===== config.mk =====
export PLATFORM = sky130hd
export DESIGN_NAME = bit_correlator_flat
export DESIGN_NICKNAME = d
export VERILOG_FILES = /design/src/rtl/bit_correlator_if.sv /design/src/rtl/bit_correlator.sv /design/src/flat_wrapper.sv
export SDC_FILE = /design/constraint.sdc
export NUM_CORES = 1
export LEC_CHECK = 0
export ABC_AREA = 1
export BUFFER_PORTS_ARGS = -buffer_cell sky130_fd_sc_hd__buf_4
export CAP_MARGIN = 25
export CORE_MARGIN = 4
export CORE_UTILIZATION = 61
export CTS_CLUSTER_DIAMETER = 100
export DETAILED_ROUTE_END_ITERATION = 12
export PLACE_DENSITY = 0.81
export SLEW_MARGIN = 30
export SYNTH_ARGS = -nofsm -noshare
export SYNTH_HDL_FRONTEND = slang
export SYNTH_SLANG_ARGS = --single-unit

===== constraint.sdc =====
create_clock -name clk -period 3.1 [get_ports clk]
set_input_delay 0.62 -clock clk [delete_from_list [all_inputs] [get_ports clk]]
set_output_delay 0.62 -clock clk [all_outputs]
set_load 0.05 [all_outputs]

===== src/rtl/bit_correlator_if.sv =====
// Sample/code/result bundle between the NCO-side producer, the correlator and
// its downstream consumer.
interface bit_correlator_if #(
    parameter int LEN_W = 12,
    parameter int ACC_W = 16
);
    logic                    enable;
    logic                    sample;
    logic                    i_code;
    logic                    q_code;
    logic [LEN_W-1:0]        dump_len;
    logic signed [ACC_W-1:0] i_sum;
    logic signed [ACC_W-1:0] q_sum;
    logic                    valid;
    logic                    ready;
    logic                    overrun;

    modport master (
        output enable, sample, i_code, q_code, dump_len, ready,
        input  i_sum, q_sum, valid, overrun
    );

    modport slave (
        input  enable, sample, i_code, q_code, dump_len, ready,
        output i_sum, q_sum, valid, overrun
    );
endinterface


===== src/rtl/bit_correlator.sv =====
// Integrate-and-dump correlator: multiplies 1-bit samples by the NCO I/Q codes,
// sums over an N-sample window and hands each result over a valid/ready register.
module bit_correlator #(
    parameter int LEN_W = 12,
    parameter int ACC_W = 16
) (
    input  logic            clk,
    input  logic            rst_n,
    bit_correlator_if.slave bus
);
    generate
        if (ACC_W < LEN_W + 2) begin : g_width_check
            $error("bit_correlator: ACC_W must be at least LEN_W+2");
        end
    endgenerate

    localparam logic signed [ACC_W-1:0] ACC_ZERO    = {ACC_W{1'b0}};
    localparam logic signed [ACC_W-1:0] ACC_ONE     = {{(ACC_W-1){1'b0}}, 1'b1};
    localparam logic signed [ACC_W-1:0] ACC_NEG_ONE = {ACC_W{1'b1}};
    localparam logic [LEN_W-1:0]        LEN_ZERO    = {LEN_W{1'b0}};
    localparam logic [LEN_W-1:0]        LEN_ONE     = {{(LEN_W-1){1'b0}}, 1'b1};

    logic                    r_en;
    logic                    r_smp;
    logic                    r_ic;
    logic                    r_qc;
    logic [LEN_W-1:0]        r_cnt;
    logic [LEN_W-1:0]        r_len;
    logic signed [ACC_W-1:0] r_acc_i;
    logic signed [ACC_W-1:0] r_acc_q;
    logic signed [ACC_W-1:0] r_i_sum;
    logic signed [ACC_W-1:0] r_q_sum;
    logic                    r_valid;
    logic                    r_overrun;

    logic signed [ACC_W-1:0] w_pi;
    logic signed [ACC_W-1:0] w_pq;
    logic signed [ACC_W-1:0] w_acc_i_nx;
    logic signed [ACC_W-1:0] w_acc_q_nx;
    logic [LEN_W-1:0]        w_len_eff;
    logic [LEN_W-1:0]        w_len;
    logic [LEN_W-1:0]        w_cnt_inc;
    logic                    w_start;
    logic                    w_dump;

    assign w_pi       = (r_smp ~^ r_ic) ? ACC_ONE : ACC_NEG_ONE;
    assign w_pq       = (r_smp ~^ r_qc) ? ACC_ONE : ACC_NEG_ONE;
    assign w_acc_i_nx = r_acc_i + w_pi;
    assign w_acc_q_nx = r_acc_q + w_pq;
    assign w_start    = (r_cnt == LEN_ZERO);
    assign w_cnt_inc  = r_cnt + LEN_ONE;
    assign w_dump     = r_en && (w_cnt_inc == w_len);

    // Window length: a zero request means one sample; latched value is used after the first sample.
    always_comb begin
        w_len_eff = bus.dump_len;
        w_len     = r_len;
        if (bus.dump_len == LEN_ZERO) begin
            w_len_eff = LEN_ONE;
        end else begin
            w_len_eff = bus.dump_len;
        end
        if (w_start) begin
            w_len = w_len_eff;
        end else begin
            w_len = r_len;
        end
    end

    // Input pipeline stage capturing the qualifier, sample and NCO codes.
    always_ff @(posedge clk or negedge rst_n) begin
        if (!rst_n) begin
            r_en  <= 1'b0;
            r_smp <= 1'b0;
            r_ic  <= 1'b0;
            r_qc  <= 1'b0;
        end else begin
            r_en  <= bus.enable;
            r_smp <= bus.sample;
            r_ic  <= bus.i_code;
            r_qc  <= bus.q_code;
        end
    end

    // Accumulators and window counter; they restart on the dump edge so no sample is lost.
    always_ff @(posedge clk or negedge rst_n) begin
        if (!rst_n) begin
            r_cnt   <= LEN_ZERO;
            r_len   <= LEN_ONE;
            r_acc_i <= ACC_ZERO;
            r_acc_q <= ACC_ZERO;
        end else if (r_en) begin
            if (w_start) begin
                r_len <= w_len_eff;
            end
            if (w_dump) begin
                r_cnt   <= LEN_ZERO;
                r_acc_i <= ACC_ZERO;
                r_acc_q <= ACC_ZERO;
            end else begin
                r_cnt   <= w_cnt_inc;
                r_acc_i <= w_acc_i_nx;
                r_acc_q <= w_acc_q_nx;
            end
        end
    end

    // Result register with valid/ready handshake; overwriting an unaccepted result sets the sticky overrun.
    always_ff @(posedge clk or negedge rst_n) begin
        if (!rst_n) begin
            r_i_sum   <= ACC_ZERO;
            r_q_sum   <= ACC_ZERO;
            r_valid   <= 1'b0;
            r_overrun <= 1'b0;
        end else if (w_dump) begin
            r_i_sum <= w_acc_i_nx;
            r_q_sum <= w_acc_q_nx;
            r_valid <= 1'b1;
            if (r_valid && !bus.ready) begin
                r_overrun <= 1'b1;
            end
        end else if (r_valid && bus.ready) begin
            r_valid <= 1'b0;
        end
    end

    assign bus.i_sum   = r_i_sum;
    assign bus.q_sum   = r_q_sum;
    assign bus.valid   = r_valid;
    assign bus.overrun = r_overrun;
endmodule


===== src/flat_wrapper.sv =====
// flat-port wrapper written by rule: the top's interface ports become plain ports
module bit_correlator_flat 
#(
    parameter int LEN_W = 12,
    parameter int ACC_W = 16
)
  (clk, rst_n, bus_enable, bus_sample, bus_i_code, bus_q_code, bus_dump_len, bus_ready, bus_i_sum, bus_q_sum, bus_valid, bus_overrun);
  bit_correlator_if #(.LEN_W(LEN_W), .ACC_W(ACC_W)) bus_i ();
  input  logic clk;
  input  logic rst_n;
  input wire logic [$bits(bus_i.enable)-1:0] bus_enable;
  input wire logic [$bits(bus_i.sample)-1:0] bus_sample;
  input wire logic [$bits(bus_i.i_code)-1:0] bus_i_code;
  input wire logic [$bits(bus_i.q_code)-1:0] bus_q_code;
  input wire logic [$bits(bus_i.dump_len)-1:0] bus_dump_len;
  input wire logic [$bits(bus_i.ready)-1:0] bus_ready;
  output wire logic [$bits(bus_i.i_sum)-1:0] bus_i_sum;
  output wire logic [$bits(bus_i.q_sum)-1:0] bus_q_sum;
  output wire logic [$bits(bus_i.valid)-1:0] bus_valid;
  output wire logic [$bits(bus_i.overrun)-1:0] bus_overrun;
  assign bus_i.enable = bus_enable;
  assign bus_i.sample = bus_sample;
  assign bus_i.i_code = bus_i_code;
  assign bus_i.q_code = bus_q_code;
  assign bus_i.dump_len = bus_dump_len;
  assign bus_i.ready = bus_ready;
  assign bus_i_sum = bus_i.i_sum;
  assign bus_q_sum = bus_i.q_sum;
  assign bus_valid = bus_i.valid;
  assign bus_overrun = bus_i.overrun;
  bit_correlator #(.LEN_W(LEN_W), .ACC_W(ACC_W)) u_core (.clk(clk), .rst_n(rst_n), .bus(bus_i));
endmodule

==> results.md <==
Outcome:
- The flow ran to the end, and the final reports show no timing, DRC or antenna violations.

Drt:
- The iteration count of the initial detailed-routing pass is 6.
- The number of remaining DRC errors is 0.
- The routed design has 15.2 mm of wire.
- Once detail routing completed, the nets flagged for antenna violations numbered 0.
- After detailed routing, the average wire length per cell comes to 14.6 um.
- The violation count after the first detailed-routing iteration is 411.
- The via count of the routed design is 5658.
- The mean number of vias per cell is 5.44.

Cells and area:
- Leaving out fill and tap cells, the most frequent cell in the layout is sky130_fd_sc_hd__nand2_1.
- Compared with the post-synthesis result, the final layout area differs by 11.7%.
- The number of nets at the end of the flow is 954.
- The library cells used most frequently in the layout, excluding fill and tap cells, are 308 x sky130_fd_sc_hd__nand2_1, 107 x sky130_fd_sc_hd__nand3_1, 92 x sky130_fd_sc_hd__dfrtp_1.
- The filler cells instantiated in the layout total 839.
- The fraction of layout cells with a size suffix above 1 is between 10% and 20%.
- The post-layout utilization of the core is a little over two thirds.
- 0 antenna diodes ended up in the layout.

Worst setup path:
- The critical path class is register to register.
- The arrival time at the worst endpoint is 3.26 ns.
- Among all stages on the critical path, the largest delay is contributed by sky130_fd_sc_hd__a21boi_0.
- The sort of element at the start of the critical path is a register.
- Walking the worst path, the cells encountered are or2_2 > nand2_1 > buf_4 > ha_1 > nand3_1 > nand2_1 > a21boi_0 > o21ai_0 > xor2_1 > nand3_1 > nand2_1.
- For this run, the slowest stage of the critical path takes 0.56 ns.
- At the worst endpoint, the required time is 3.40 ns.
- The number of buffers and inverters on the critical path is 1.
- Broken down by cell family, the worst path's largest delay share belongs to compound AO/OA/AOI/OAI gates.
- STA classifies the critical path endpoint as a register.
- The highest net fanout along the worst path is 14.
- The cell occurring most often along the worst timing path is sky130_fd_sc_hd__nand2_1.

Global route:
- The all-layer global routing usage is a little over a quarter.
- Entering global routing, the biggest net connects a little over 80 pins.
- The initial antenna violation count was 0.
- After global routing the overflow that remains totals 0.
- The first global-routing pass estimated 25.2 mm of wire.
- The via count of the first global-routing pass is 5393.

STA:
- Counting I/O delays and the setup requirement, the final critical path takes 2.96 ns.
- Setup violations remaining at the end of the flow were counted as 0.
- The minimum hold slack is 0.294 ns.
- At the pin with the least slew margin, the transition time is 0.724 ns.
- The worst clock skew is between 0.007 and 0.008 ns.
- The total negative setup slack is 0 ns.
- The count of final max-slew check failures is 0.
- The worst relative slew slack is 51.8%.
- Setup repair after global routing left no endpoint under its margin.
- The post-route fraction of the period consumed by the critical path is about 95%.
- The maximum clock rate is 338 MHz.
- The final-report hold violation count came to 0.

CTS:
- The number of buffers inserted during clock tree synthesis is 9.
- The hold-fix buffer count after cts is 0.
- The maximum buffer depth of the clock tree is 2.
- The H-tree depth is 3.
- The post-CTS clock slew at the launch and capture registers of the worst setup and hold paths is 0.09 ns.
- TritonCTS built the clock tree.
- The clock latency on the worst-skew pair is 0.36 ns.
- The tree built by TritonCTS fans out to between 90 and 100 sinks.
- Post-CTS timing repair inserted 0 buffers for setup.
- The tree is rooted in a sky130_fd_sc_hd__clkbuf_8.

Place:
- The global placer's final weighted congestion is around 0.96.
- The detailed-placement wirelength estimate is around 11 mm.
- The number of I/O port buffers is 52.

Synthesis:
- Sequential elements use 38.4% of the synthesized area.
- Counting every instance in the synthesized netlist gives 856.
- The net count of the mapped netlist is approximately 910.
- The cell area that synthesis handed to floorplanning was 0.00614 mm^2.
- The number of storage elements in the synthesis netlist is 94.
- Yosys mapped a number of flops with a built-in enable equal to 0.
- The count of yosys warnings during synthesis is 0.
- The unique cell type count in the Yosys netlist is 34.
- For this run, asynchronously set or reset flops after synthesis account for between 90% and 100%.
- The average instance in the mapped netlist occupies 7.17 um^2.
- The leading register cell type out of synthesis is sky130_fd_sc_hd__dfrtp_1.

Die:
- The number of ports placed on the die boundary is 53.
- The die covers 0.0117 mm^2.
- The area of the core is 0.00977 mm^2.
- The width of the die is between 100 and 150 um.
- The initial utilization of the core area, before any placement, comes to 62.8%.
- The die is about 110 um tall.
- The number of core rows is 36.

Flow run:
- The count of maximum capacitance violations is 0.

Hold path:
- The worst hold path class is primary input to asynchronous set/reset pin.

Power:
- The maximum resistive drop on vdd is 459 uV.
- For this design the static power due to leakage is 3.83 nW.
- The power density of the placed cells is 927 mW/mm^2.
[final cells by class]
cell class,instances,area (um^2),share of cell area [%]
flip-flops and latches,94,2350,34.4
clock buffers,12,145,2.12
clock inverters,3,68.8,1.00
inverters,92,345,5.04
well taps,133,166,2.43
repair buffers,63,480,7.01
multi-input cells,643,3290,48.0
[cells in the mapped netlist, types with 7 or more instances]
cell,number,area (um^2)
sky130_fd_sc_hd__xor2_1,19,166
sky130_fd_sc_hd__inv_1,86,323
sky130_fd_sc_hd__clkbuf_1,11,41.3
sky130_fd_sc_hd__dfrtp_1,93,2330
sky130_fd_sc_hd__nor2_1,43,161
sky130_fd_sc_hd__a21oi_1,29,145
sky130_fd_sc_hd__o21ai_0,39,195
sky130_fd_sc_hd__nand3_1,107,536
sky130_fd_sc_hd__buf_2,10,50.1
sky130_fd_sc_hd__nand4_1,7,43.8
sky130_fd_sc_hd__xnor2_1,7,61.3
sky130_fd_sc_hd__nand3b_1,7,52.6
sky130_fd_sc_hd__nand3_2,9,90.1
sky130_fd_sc_hd__nand2_1,308,1160
sky130_fd_sc_hd__ha_1,30,375
[stage by stage]
step                      setup slack (ns)  std cells  total power, W  area (um^2)
after floorplan                      0.449        856         0.00454         6140
after CTS                            0.222       1040         0.00633         6850
final                                0.143       1040         0.00635         6850
after global placement               0.316       1025         0.00527         6630
after global routing                0.0191       1040         0.00688         6850
after detailed placement             0.255       1025         0.00540         6640
[repair_timing]
item | 4_1_cts | 5_1_grt
endpoints found under the setup margin | 0 | 9
resized for setup | 0 | 3
endpoints found under the hold margin | 0 | 0
[logic make-up after synthesis]
family                     share of synthesized area [%]
buffers and inverters                               7.97
AOI/OAI and AO/OA                                   7.38
and+or+nand+nor                                     35.8
DFF                                                 38.4
adders and majority gates                           6.77
xor gates and xnor gates                            3.71
[path summary, 6_finish.rpt]
kind                                           start                   end  slack (ns)  cells after the start
worst min register to register  u_core.bus.q_sum[14]  u_core.bus.q_sum[14]        0.48                      2
worst min-delay path                           rst_n    u_core.r_acc_q[12]        0.29                      1
worst max-delay path                     u_core.r_ic   u_core.bus.i_sum[7]        0.14                     11
worst max register to register           u_core.r_ic   u_core.bus.i_sum[7]        0.14                     11
min in group clk                          bus_enable           u_core.r_en        0.36                      1
max in group asynchronous                      rst_n       u_core.r_len[4]        2.18                      2
[registers in the layout, summed over array words and instances (netlist names)]
register,cells
u_core.bus.i_sum,16
u_core.bus.overrun,1
u_core.bus.q_sum,16
u_core.bus.valid,1
u_core.r_acc_i,16
u_core.r_acc_q,16
u_core.r_cnt,12
u_core.r_en,1
u_core.r_ic,1
u_core.r_len,12
u_core.r_qc,1
u_core.r_smp,1
[metal layers]
layer | GRT usage [%] | vias to the layer above | share of wire (%)
met5 | 0 | - | 0
met4 | 11.3 | 0 | 1.9
met3 | 3.46 | 27 | 5.3
met2 | 44.8 | 167 | 49
met1 | 36.1 | 2636 | 44
li1 | - | 2828 | -
[power breakdown]
group	switching, W	internal [W]
Combinational	0.00232	0.00122
Clock	0.000424	0.000475
Sequential	0.000303	0.00162
Total	0.00304	0.00331
Power figures use the tool's default switching activity.
